===== config.mk =====
export PLATFORM = sky130hd
export DESIGN_NAME = lcd_buf_arbiter
export DESIGN_NICKNAME = d
export VERILOG_FILES = /design/src/rtl/lcd_buf_arbiter.sv
export SDC_FILE = /design/constraint.sdc
export NUM_CORES = 1
export LEC_CHECK = 0
export BUFFER_PORTS_ARGS = -buffer_cell sky130_fd_sc_hd__buf_4
export CORE_MARGIN = 8
export CORE_UTILIZATION = 40
export CTS_CLUSTER_DIAMETER = 50
export DETAILED_ROUTE_END_ITERATION = 6
export HOLD_SLACK_MARGIN = 0.05
export PLACE_DENSITY_LB_ADDON = 0.08
export SLEW_MARGIN = 40
export SYNTH_ARGS = -nofsm -noshare
export SYNTH_HDL_FRONTEND = slang
export SYNTH_SLANG_ARGS = --single-unit

===== constraint.sdc =====
create_clock -name clk -period 3.08 [get_ports clk]
set_clock_uncertainty 0.1 [all_clocks]
set_input_delay 0.154 -clock clk [delete_from_list [all_inputs] [get_ports clk]]
set_output_delay 0.154 -clock clk [all_outputs]
set_load 0.005 [all_outputs]

===== src/rtl/lcd_buf_arbiter.sv =====
// Two-requester round-robin write arbiter for a 32-character LCD display buffer,
// with a registered read port and a 32-cycle buffer clear sequence.
module lcd_buf_arbiter #(
    parameter logic [7:0] FILL_CHAR = 8'h20
) (
    input  logic       clk,
    input  logic       rst_n,
    input  logic [4:0] sel,
    output logic [7:0] dd_data,
    input  logic       req0,
    input  logic       req1,
    input  logic [4:0] addr0,
    input  logic [4:0] addr1,
    input  logic [7:0] char0,
    input  logic [7:0] char1,
    output logic       gnt0,
    output logic       gnt1,
    input  logic       clr,
    output logic       busy
);

    localparam logic StIdle  = 1'b0;
    localparam logic StClear = 1'b1;

    logic       state_q, state_d;
    logic [4:0] cnt_q, cnt_d;
    logic       last_q, last_d;
    logic [7:0] buf_q [32];
    logic [7:0] dd_data_q;
    logic       arb_en;

    // Grants are gated by rst_n so nothing is granted while reset is held.
    always_comb begin
        arb_en = rst_n && (state_q == StIdle) && !clr;
        gnt0   = arb_en && req0 && (!req1 || last_q);
        gnt1   = arb_en && req1 && (!req0 || !last_q);
        busy   = (state_q == StClear);
    end

    always_comb begin
        state_d = state_q;
        cnt_d   = cnt_q;
        last_d  = last_q;
        if (state_q == StClear) begin
            cnt_d = cnt_q + 5'd1;
            if (cnt_q == 5'd31) begin
                state_d = StIdle;
            end
        end else if (clr) begin
            state_d = StClear;
            cnt_d   = 5'd0;
        end else if (gnt0) begin
            last_d = 1'b0;
        end else if (gnt1) begin
            last_d = 1'b1;
        end
    end

    always_ff @(posedge clk or negedge rst_n) begin
        if (!rst_n) begin
            state_q <= StIdle;
            cnt_q   <= 5'd0;
            last_q  <= 1'b1;
        end else begin
            state_q <= state_d;
            cnt_q   <= cnt_d;
            last_q  <= last_d;
        end
    end

    always_ff @(posedge clk or negedge rst_n) begin
        if (!rst_n) begin
            for (int i = 0; i < 32; i++) begin
                buf_q[i] <= FILL_CHAR;
            end
        end else if (state_q == StClear) begin
            buf_q[cnt_q] <= FILL_CHAR;
        end else if (gnt0) begin
            buf_q[addr0] <= char0;
        end else if (gnt1) begin
            buf_q[addr1] <= char1;
        end
    end

    // Read samples the pre-write contents, so same-cycle writes show up one cycle later.
    always_ff @(posedge clk or negedge rst_n) begin
        if (!rst_n) begin
            dd_data_q <= FILL_CHAR;
        end else begin
            dd_data_q <= buf_q[sel];
        end
    end

    assign dd_data = dd_data_q;

endmodule

==> results by group, run 1 <==
Clock network
  • TritonCTS buffer count: 43
  • Worst skew pair latency: 0.56 ns
  • CTS tree: done
  • Clk slew on worst S/H paths: 0.06 ns
  • H-tree Lvls: 2
  • TritonCTS Sinks: 271
  • Clk buf depth: 3
  • Cts repair resizes: 0
  • CTS Root Cell: clkbuf_16
  • Post-CTS setup buffer count: 0
  • # hold bufs at CTS: 5

Route
  • Number of routed nets with antenna violations: 0
  • DR top layer: met4
  • Met3 routed WL: 5.294 mm
  • Via Count: 14580
  • Routed met1 length: 27.25 mm
  • DRT Pass-1 Iters: 6
  • Routed WL: 64.19 mm
  • Met2 wire length: 28.48 mm
  • Vias per std cell: 6.808
  • First DRT Iteration DRCs: 1499
  • Wire length per cell: 29.97 um
  • DRC Markers: 0

Placed design
  • Dpl cell area: 17190 um^2
  • Port Buf Inserts: 46
  • Detail Placement HPWL: 42.66 mm
  • GP Congestion: 0.8960

STA
  • Final min period: 2.827 ns
  • Final period util: 91.80%
  • Count of final hold-check violations: 0
  • Sum of negative setup slack: 0 ns
  • Slew @ Worst Pin: 0.8125 ns
  • Final Setup Violations: 0
  • Max Fclk: 353.7 MHz
  • Hold slack: 0.1005 ns
  • RSZ-0062 raised after global routing: no
  • Max-slew violations: 0
  • Slew margin rel.: 45.42%

Power
  • Worst VDD drop: 0.0003921 V
  • Power density cells: 622.2 nW/um^2
  • Static Leak: 0.007112 uW
  • Power, Total: 11580 uW

Yosys
  • Syn nets: 1596
  • Distinct cells, synth: 65
  • Cell Area, Synth: 16100 um^2
  • Syn avg cell area: 10.35 um^2
  • Sequential element share of the synthesized area: 42.39%
  • Synth Instances: 1555
  • Register bit count reported by yosys: 271
  • Synth top area cells: dfrtp_1 37%, mux4_2 11%, a22oi_1 8.8%, o2bb2ai_1 5.6%, dfstp_2 5.5%
  • Synth top area share: 36.84%
  • FFs w/ async S/R, synth: 100.0%
  • YS warnings: 0
  • Area leader, netlist: dfrtp_1
  • Ys flop type: dfrtp_1
  • EDFF count, synth: 0

Run status
  • Status: completed

Floorplan
  • Core area: 39730 um^2
  • Initial core utilization: 40.52%
  • Die extent in x: 216.6 um
  • I/O Pins: 47
  • Die Area: 46920 um^2
  • Die H: 216.6 um
  • FP Rows: 73

Final layout
  • Finished Cell Area: 18610 um^2
  • Filler instances: 3711
  • Layout cells sized above 1: 22.20%
  • Nets: 1626
  • P&R area growth vs syn: 15.59%
  • Antenna Cells: 0
  • Final core occ: 46.84%

Job
  • Max-cap violation count: 0

GRT
  • Overflow after GRT: 0
  • Vias in the first global route: 14410
  • First-pass GRT wire length: 96.90 mm
  • Initial antenna violation count: 1
  • Total track usage: 26.96%
  • Pin count of the biggest net entering global routing: 94

Worst setup path
  • Critical Path Fanout Max: 10
  • Setup Crit Path Kind: flip-flop to output port
  • Crit path DAT: 2.57 ns
  • Element type at the critical path end: output port
  • Worst setup SP type: flip-flop
  • Crit path required time: 2.83 ns
  • Worst R2R Setup Slack: 0.28 ns

Min path
  • Hold Path Class: input port to asynchronous set/reset pin
[cell usage after synthesis, types with 4 or more instances]
master / instances
a22o_1: 68
nand3b_1: 5
o22ai_2: 12
and3b_1: 6
dfstp_2: 34
dfrtp_1: 237
inv_1: 7
mux4_2: 80
nand2_1: 181
nor3b_1: 4
nor4_1: 12
buf_6: 8
a32o_1: 10
or3_1: 4
a22oi_1: 189
nor2b_1: 12
ha_1: 5
nand3_1: 13
a221o_1: 4
a31oi_1: 13
o2bb2ai_1: 103
nand2b_1: 13
buf_1: 8
nor2_1: 82
nor3_1: 20
clkbuf_1: 90
a21oi_1: 24
buf_2: 21
mux2_2: 10
nor2_2: 11
o32ai_1: 6
o22ai_1: 27
o21ai_0: 133
and2_1: 8
o21ai_1: 20
o221ai_1: 29
[power breakdown]
part           internal, uW  switching [uW]
clock network          2740            1930
registers              3870             249
logic                   853            1940
[sequential cells by signal, summed over array words and instances, names as in the netlist]
name and count:
busy 1, buf_q 256, cnt_q 5, last_q 1, dd_data 8
[area by class of cell]
type                    instances  area [um^2]  share of cell area (%)
clock buffers                  55         1171                   6.293
clock inverters                22        183.9                  0.9884
inverters                       9        36.28                  0.1950
multi-input cells            1145         8716                   46.84
flip-flops and latches        271         6825                   36.68
well taps                     525        656.9                   3.530
repair buffers                115         1020                   5.480
[final timing paths]
| path | startpoint | end | cells after the start |
|---|---|---|---|
| max | busy | gnt1 | 5 |
| min | rst_n | buf_q[212] | 3 |
| max reg2reg | busy | buf_q[126] | 6 |
| min reg2reg | buf_q[96] | buf_q[96] | 2 |
| max in group asynchronous | rst_n | buf_q[164] | 5 |
| min in group clk | addr1[3] | buf_q[149] | 5 |
[layer usage]
layer	up-vias	global-route usage, %
met5	-	0
met4	0	13.01
met3	162	5.627
met2	764	39.98
met1	7439	37.18
li1	6217	-
[metrics by stage]
step	setup WS [ns]	std cells
4_1_cts	0.2661	2142
3_3_place_gp	0.3312	2059
2_1_floorplan	0.7086	1555
5_1_grt	0.1084	2142
3_5_place_dp	0.3424	2060
6_report	0.2525	2142
[layout by cell type (no fill, tap or decap), types with 8 or more instances in the layout]
master	n
a22o_1	68
a32o_1	10
buf_4	98
o22ai_1	27
a21oi_1	24
a22oi_1	189
o22ai_2	12
nand2_1	181
o2bb2ai_1	103
dfrtp_1	236
buf_12	9
nand3_1	13
o21ai_1	20
nor2_1	82
nor4_1	11
nor2_2	11
nor3_1	18
clkbuf_16	43
a31oi_1	13
o21ai_0	133
dfstp_2	34
mux2_2	10
o221ai_1	29
nand2b_1	13
mux4_2	80
and2_1	8
[critical path, cell delays in order (launching register included)]
cell,delay [ns]
dfrtp_2,0.41
or3b_1,0.53
or2_1,0.29
inv_1,0.37
buf_4,0.27
buf_4,0.13
[cells by family after synthesis]
kind of cell,synth area share [%]
XOR/XNOR,0.05441
adder cells (fa/ha/maj),0.3886
multiplexers,11.95
AND/OR/NAND/NOR,11.61
flip-flops,42.39
AO/OA/AOI/OAI,29.77
buffers and inverters,3.832
Note: power is estimated with default switching activity, not from simulation.
==> inputs of run 2 (changes only) <==
--- a/config.mk
+++ b/config.mk
@@ -6,8 +6,10 @@
 export NUM_CORES = 1
 export LEC_CHECK = 0
 export BUFFER_PORTS_ARGS = -buffer_cell sky130_fd_sc_hd__buf_4
+export CELL_PAD_IN_SITES_DETAIL_PLACEMENT = 1
+export CELL_PAD_IN_SITES_GLOBAL_PLACEMENT = 2
 export CORE_MARGIN = 8
-export CORE_UTILIZATION = 40
+export CORE_UTILIZATION = 42
 export CTS_CLUSTER_DIAMETER = 50
 export DETAILED_ROUTE_END_ITERATION = 6
 export HOLD_SLACK_MARGIN = 0.05
==> run 2 against run 1 <==
  * The run now ends with design-rule violations left
  * Combinational power about the same
  * Worst hold slack got worse by 0.036 ns
  * First-iteration DRC count decreased by 17%
  * Sequential cell count unchanged
  * Global-route usage increased by 3.3 points
  * Core utilization increased by 2.8 points
  * Sequential share of layout area decreased by 0.24 points
  * Final cell count decreased by 0.84%
  * Largest cell class unchanged
  * Largest power group unchanged
==> results by group, run 2 (synthesis results as in run 1) <==
Run status
  • Status: complete, but fails checks (was completed)
  • Failing checks: design-rule violations

Clock network
  • Clk buf depth: 3 (unchanged)
  • TritonCTS Sinks: 271 (unchanged)
  • CTS tree: done (unchanged)
  • CTS Root Cell: clkbuf_16 (unchanged)
  • Worst skew pair latency: 0.57 ns (was 0.56 ns)
  • Clk slew on worst S/H paths: 0.05 ns (was 0.06 ns)
  • H-tree Lvls: 2 (unchanged)
  • TritonCTS buffer count: 44 (was 43)

Route
  • Vias per std cell: 6.948 (was 6.808)
  • Wire length per cell: 31.72 um (was 29.97 um)
  • DRT Pass-1 Iters: 7 (was 6)
  • Via Count: 14760 (was 14580)
  • First DRT Iteration DRCs: 1242 (was 1499)
  • Routed WL: 67.38 mm (was 64.19 mm)
  • DRC Markers: 1 (was 0)
  • Number of routed nets with antenna violations: 0 (unchanged)

Final layout
  • Largest reg by FF count: buf_q (unchanged)
  • Storage cell area: 6825 um^2 (unchanged)
  • Final core occ: 49.61% (was 46.84%)
  • Multi-input gate area: 8758 um^2 (was 8716 um^2)
  • Layout cells sized above 1: 21.88% (was 22.20%)
  • Commonest non-fill, non-tap cell in the layout: dfrtp_1 (unchanged)
  • P&R area growth vs syn: 16.34% (was 15.59%)
  • Nets: 1620 (was 1626)
  • Filler instances: 4071 (was 3711)
  • Antenna Cells: 0 (unchanged)
  • Commonest cells after routing, fill and taps aside: 236 x dfrtp_1, 189 x a22oi_1, 181 x nand2_1, 133 x o21ai_0, 103 x o2bb2ai_1 (unchanged)
  • Max reg flops: 256 (unchanged)

Floorplan
  • FP Rows: 71 (was 73)
  • Die extent in x: 211.8 um (was 216.6 um)
  • Core area: 37760 um^2 (was 39730 um^2)
  • Die Area: 44850 um^2 (was 46920 um^2)
  • Die H: 211.8 um (was 216.6 um)
  • Initial core utilization: 42.64% (was 40.52%)
  • I/O Pins: 47 (unchanged)

GRT
  • Overflow after GRT: 0 (unchanged)
  • Pin count of the biggest net entering global routing: 132 (was 94)
  • Total track usage: 30.21% (was 26.96%)
  • Vias in the first global route: 15490 (was 14410)
  • Initial antenna violation count: 1 (unchanged)
  • First-pass GRT wire length: 102.4 mm (was 96.90 mm)

Power
  • Static Leak: 0.007194 uW (was 0.007112 uW)
  • Power, Total: 12210 uW (was 11580 uW)
  • Worst VDD drop: 0.0004230 V (was 0.0003921 V)
  • Power density cells: 652.2 nW/um^2 (was 622.2 nW/um^2)

STA
  • Final Setup Violations: 0 (unchanged)
  • Max Fclk: 349.8 MHz (was 353.7 MHz)
  • Hold slack: 0.06482 ns (was 0.1005 ns)
  • Count of final hold-check violations: 0 (unchanged)
  • Sum of negative setup slack: 0 ns (unchanged)
  • Final min period: 2.859 ns (was 2.827 ns)
  • Max-slew violations: 0 (unchanged)
  • RSZ-0062 raised after global routing: no (unchanged)
  • Slew @ Worst Pin: 0.9033 ns (was 0.8125 ns)
  • Final period util: 92.82% (was 91.80%)
  • Slew margin rel.: 39.78% (was 45.42%)

Worst setup path
  • Worst r2r src: busy (unchanged)
  • Buf/Inv on CP: 1 (was 3)
  • R2R depth: 6 (unchanged)
  • CP endpoint: buf_q[122] (was gnt1)
  • Crit path required time: 3.49 ns (was 2.83 ns)
  • Reg-to-reg endpoint: buf_q[122] (was buf_q[126])
  • Stages on worst setup path: 6 (was 5)
  • Max incr delay on CP: 0.60 ns (was 0.53 ns)
  • Worst R2R Setup Slack: 0.22 ns (was 0.28 ns)
  • Critical Path Most Common Cell: a22o_1 (was buf_4)
  • Critical path startpoint: busy (unchanged)
  • Critical Path Fanout Max: 48 (was 10)
  • Setup Crit Path Kind: flip-flop to flip-flop (was flip-flop to output port)
  • Crit path DAT: 3.27 ns (was 2.57 ns)
  • CP max stage cell: nor2_1 (was or3b_1)
  • Element type at the critical path end: flip-flop (was output port)
  • Worst-path cell chain: or3b_1, or3_4, buf_4, nor2_1, a22o_1, a22o_1 (was or3b_1, or2_1, inv_1, buf_4, buf_4)
  • Largest delay share family, worst path: simple AND/OR/NAND/NOR gates (unchanged)
  • Worst setup SP type: flip-flop (unchanged)

Job
  • Max-cap violation count: 0 (unchanged)

Placed design
  • Port Buf Inserts: 46 (unchanged)
  • Detail Placement HPWL: 44.88 mm (was 42.66 mm)
  • GP Congestion: 0.9060 (was 0.8960)

Min path
  • Hold Path Class: input port to asynchronous set/reset pin (unchanged)
-- run 2: cell types whose count changed in the layout (fill, tap and decap cells not counted), moves of 4 or more --
cell	before	now
bufinv_16	0	6
buf_4	98	93
buf_12	9	5
clkinvlp_4	7	1
nor2b_2	6	0
nor2b_4	1	7
-- run 2: how the worst min path moves through the flow --
stage / from / endpoint / cells past startpoint
2_1_floorplan: rst_n / buf_q[0] / 0
3_3_place_gp: rst_n / buf_q[224] / 2
3_5_place_dp: rst_n / buf_q[208] / 2
4_1_cts: addr1[2] / buf_q[149] / 5
5_1_grt: char1[7] / buf_q[247] / 4
6_report: rst_n / buf_q[208] / 3
-- run 2: what timing repair did --
item / in CTS / in global routing
gates resized for setup: 0 / 0
hold buffers: 6 / 0
endpoints found under the hold margin: 123 / 0
buffers inserted: 0 / 0
-- run 2: per-stage QoR --
step                cell area [um^2]  cells  setup WS (ns)
floorplan                      16100   1555         0.7086
global placement               17060   2037         0.2102
detailed placement             17070   2037         0.2773
CTS                            18680   2123         0.2654
global route                   18730   2124         0.1015
finish                         18730   2124         0.2210
-- run 2: layout make-up --
| type | count | share of cell area, % |
|---|---|---|
| timing repair buffer | 108 | 4.930 |
| clock buffer | 61 | 6.714 |
| inverter | 9 | 0.1937 |
| tap | 511 | 3.414 |
| multi-input combinational | 1145 | 46.76 |
| clock inverter | 19 | 1.543 |
| sequential | 271 | 36.44 |
-- run 2: report_power, final --
| group | leakage (uW) | internal, uW | switching [uW] |
|---|---|---|---|
| registers | 0.00365 | 3870 | 276 |
| clock network | 0.000753 | 3370 | 1910 |
| logic | 0.00279 | 824 | 1970 |
-- run 2: worst min-delay path, cell delays in order --
cell and delay, ns:
dlygate4sd3_1 0.58, buf_8 0.13, buf_12 0.23
-- run 2: layer usage --
metal  share of wire [%]  vias up  track usage, %
li1                    -     6208               -
met1                  42     7768           39.65
met2                  47      615           48.59
met3                 6.9      167           5.398
met4                 4.3        0           13.25
met5                   0        -               0
==> inputs of run 3 (changes only) <==
--- a/config.mk
+++ b/config.mk
@@ -8,8 +8,9 @@
 export BUFFER_PORTS_ARGS = -buffer_cell sky130_fd_sc_hd__buf_4
 export CELL_PAD_IN_SITES_DETAIL_PLACEMENT = 1
 export CELL_PAD_IN_SITES_GLOBAL_PLACEMENT = 2
+export CORE_ASPECT_RATIO = 2
 export CORE_MARGIN = 8
-export CORE_UTILIZATION = 42
+export CORE_UTILIZATION = 45
 export CTS_CLUSTER_DIAMETER = 50
 export DETAILED_ROUTE_END_ITERATION = 6
 export HOLD_SLACK_MARGIN = 0.05
==> constraint.sdc (replaced) <==
create_clock -name clk -period 3.58 [get_ports clk]
set_clock_uncertainty 0.1 [all_clocks]
set_input_delay 0.179 -clock clk [delete_from_list [all_inputs] [get_ports clk]]
set_output_delay 0.179 -clock clk [all_outputs]
set_load 0.005 [all_outputs]
==> run 3 against run 2 <==
  * The flow now finishes without violations
  * Critical path depth shrank 2
  * Final cell count is 5.2% lower
  * Design area fell by 4.2%
  * Clock power down 39%
  * Global-route usage rose by 3.5 points
  * Largest cell class unchanged
  * Highest routed layer unchanged
==> results by group, run 3 (synthesis results as in run 1) <==
Placed design
  • Dpl cell area: 16860 um^2 (was 17070 um^2)
  • GP Congestion: 0.9530 (was 0.9060)
  • Port Buf Inserts: 46 (unchanged)
  • Detail Placement HPWL: 48.48 mm (was 44.88 mm)

Route
  • Wire length per cell: 35.27 um (was 31.72 um)
  • Vias per std cell: 7.275 (was 6.948)
  • First DRT Iteration DRCs: 1084 (was 1242)
  • DRT Pass-1 Iters: 5 (was 7)
  • Number of routed nets with antenna violations: 0 (unchanged)
  • DRC Markers: 0 (was 1)
  • Via Count: 14650 (was 14760)
  • Routed WL: 71.02 mm (was 67.38 mm)

Worst setup path
  • Worst setup SP type: flip-flop (unchanged)
  • Crit path DAT: 2.75 ns (was 3.27 ns)
  • Worst-path cell chain: or3b_1, or3_4, inv_4, buf_4 (was or3b_1, or3_4, buf_4, nor2_1, a22o_1, a22o_1)
  • Element type at the critical path end: output port (was flip-flop)
  • Largest delay share family, worst path: simple AND/OR/NAND/NOR gates (unchanged)
  • CP max stage cell: inv_4 (was nor2_1)
  • Crit path required time: 3.30 ns (was 3.49 ns)
  • Buf/Inv on CP: 2 (was 1)
  • Critical Path Fanout Max: 55 (was 48)
  • Setup Crit Path Kind: flip-flop to output port (was flip-flop to flip-flop)
  • Max incr delay on CP: 0.56 ns (was 0.60 ns)

STA
  • Slew margin rel.: 41.05% (was 39.78%)
  • Slew @ Worst Pin: 0.8843 ns (was 0.9033 ns)
  • Final period util: 84.52%
  • RSZ-0062 raised after global routing: no (unchanged)
  • Count of final hold-check violations: 0 (unchanged)
  • Final min period: 3.026 ns
  • Max Fclk: 330.5 MHz
  • Sum of negative setup slack: 0 ns (unchanged)
  • Max-slew violations: 0 (unchanged)
  • Final Setup Violations: 0 (unchanged)

Power
  • Static Leak: 0.006820 uW (was 0.007194 uW)
  • Clock share of power: 35.0% (was 43.2%)
  • Worst VDD drop: 0.0004319 V (was 0.0004230 V)
  • Reg power frac: 38.3% (was 33.9%)
  • Power density cells: 516.9 nW/um^2 (was 652.2 nW/um^2)
  • Switch share: 36.71% (was 33.99%)
  • Gate power share: 26.7% (was 22.9%)
  • NetSw: 3403 uW (was 4151 uW)
  • P_int: 5868 uW (was 8063 uW)

Final layout
  • Commonest cells after routing, fill and taps aside: 236 x dfrtp_1, 189 x a22oi_1, 181 x nand2_1, 133 x o21ai_0, 103 x o2bb2ai_1 (unchanged)
  • Commonest non-fill, non-tap cell in the layout: dfrtp_1 (unchanged)
  • Layout cells sized above 1: 20.40% (was 21.88%)
  • Filler instances: 3836 (was 4071)
  • P&R area growth vs syn: 11.41% (was 16.34%)
  • Antenna Cells: 0 (unchanged)
  • Max reg flops: 256 (unchanged)
  • Nets: 1583 (was 1620)
  • Finished Cell Area: 17940 um^2 (was 18730 um^2)
  • Largest reg by FF count: buf_q (unchanged)

GRT
  • First-pass GRT wire length: 106.6 mm (was 102.4 mm)
  • Vias in the first global route: 16080 (was 15490)
  • Total track usage: 33.71% (was 30.21%)
  • Pin count of the biggest net entering global routing: 81 (was 132)
  • Overflow after GRT: 0 (unchanged)
  • Initial antenna violation count: 1 (unchanged)

Floorplan
  • Initial core utilization: 45.27% (was 42.64%)
  • Die extent in x: 149.7 um (was 211.8 um)
  • I/O Pins: 47 (unchanged)
  • FP Rows: 98 (was 71)
  • Core area: 35560 um^2 (was 37760 um^2)
  • Die Area: 42450 um^2 (was 44850 um^2)
  • Die H: 283.5 um (was 211.8 um)

Clock network
  • Post-CTS setup buffer count: 0 (unchanged)
  • Clk slew on worst S/H paths: 0.07 ns (was 0.05 ns)
  • TritonCTS Sinks: 271 (unchanged)
  • Worst skew pair latency: 0.59 ns (was 0.57 ns)
  • Clk buf depth: 3 (unchanged)
  • # hold bufs at CTS: 5 (was 6)
  • Cts repair resizes: 0 (unchanged)
  • H-tree Lvls: 1 (was 2)
  • CTS tree: done (unchanged)
  • CTS Root Cell: clkbuf_16 (unchanged)
  • TritonCTS buffer count: 29 (was 44)

Run status
  • Status: completed (was complete, but fails checks)

Min path
  • Hold Path Class: input port to flip-flop (was input port to asynchronous set/reset pin)

Job
  • Max-cap violation count: 0 (unchanged)
## run 3: changes by cell type in the layout (fill, tap and decap cells not counted), moves of 2 or more
cell,change
buf_2,+2
clkinv_2,+3
clkbuf_8,+3
buf_12,-2
buf_4,-23
bufinv_16,-3
nor3_2,+5
nor4_2,-2
nor4_1,+2
clkbuf_1,-8
nor3_1,-5
clkbuf_16,-17
clkinv_4,-4
## run 3: final cells by class
type                            instances  area, um^2  share of cell area [%]
Timing Repair Buffer                   86       735.7                   4.102
Inverter                                9       36.28                  0.2023
Sequential cell                       271        6825                   38.05
Tap cell                              450       563.0                   3.139
Clock inverter                         15       170.2                  0.9487
Multi-Input combinational cell       1145        8776                   48.93
Clock buffer                           38       829.5                   4.625
## run 3: per-stage QoR
step / hold slack [ns] / instances / setup slack (ns) / total power (uW) / utilization (%)
after global routing: 0.1222 / 2014 / 0.4849 / 9554 / 50.44
after detailed placement: 0.2084 / 1956 / 0.6351 / 6010 / 47.42
final: 0.1027 / 2014 / 0.5541 / 9271 / 50.44
after global placement: 0.3265 / 1953 / 0.6591 / 5942 / 47.20
after floorplan: -0.2166 / 1555 / 1.184 / 4899 / -
after CTS: 0.06628 / 2014 / 0.5944 / 9252 / 50.37
## run 3: worst paths after layout
| path | from | endpoint | slack (ns) | cells past startpoint |
|---|---|---|---|---|
| worst max-delay path | busy | gnt0 | 0.55 | 4 |
| worst min-delay path | addr1[0] | buf_q[61] | 0.10 | 5 |
| worst max register to register | busy | buf_q[70] | 0.56 | 6 |
| worst min register to register | buf_q[180] | buf_q[180] | 0.38 | 2 |
| max in group asynchronous | rst_n | buf_q[99] | 1.99 | 4 |
| min in group asynchronous | rst_n | buf_q[241] | 0.18 | 3 |
## run 3: tightest hold or removal path, stage by stage
cell and delay [ns]:
buf_4 0.13, nor2_1 0.11, nand2_1 0.13, o221ai_1 0.11, o21ai_0 0.08
## run 3: power by group through the flow
stage / sequential (uW) / combinational, uW / clock, uW
2_1_floorplan: 3480 / 1420 / 0
3_3_place_gp: 3590 / 2350 / 0
3_5_place_dp: 3600 / 2410 / 0
4_1_cts: 3550 / 2430 / 3280
5_1_grt: 3570 / 2600 / 3380
6_report: 3550 / 2480 / 3240
## run 3: routing by layer
metal | routed length (um) | part of all wire (%) | vias to the layer above | track usage, %
met4 | 6414 | 9.0 | 0 | 26.90
li1 | - | - | 6113 | -
met5 | 0 | 0 | - | 0
met1 | 24090 | 34 | 7605 | 35.62
met2 | 36910 | 52 | 645 | 58.53
met3 | 3607 | 5.1 | 288 | 4.439
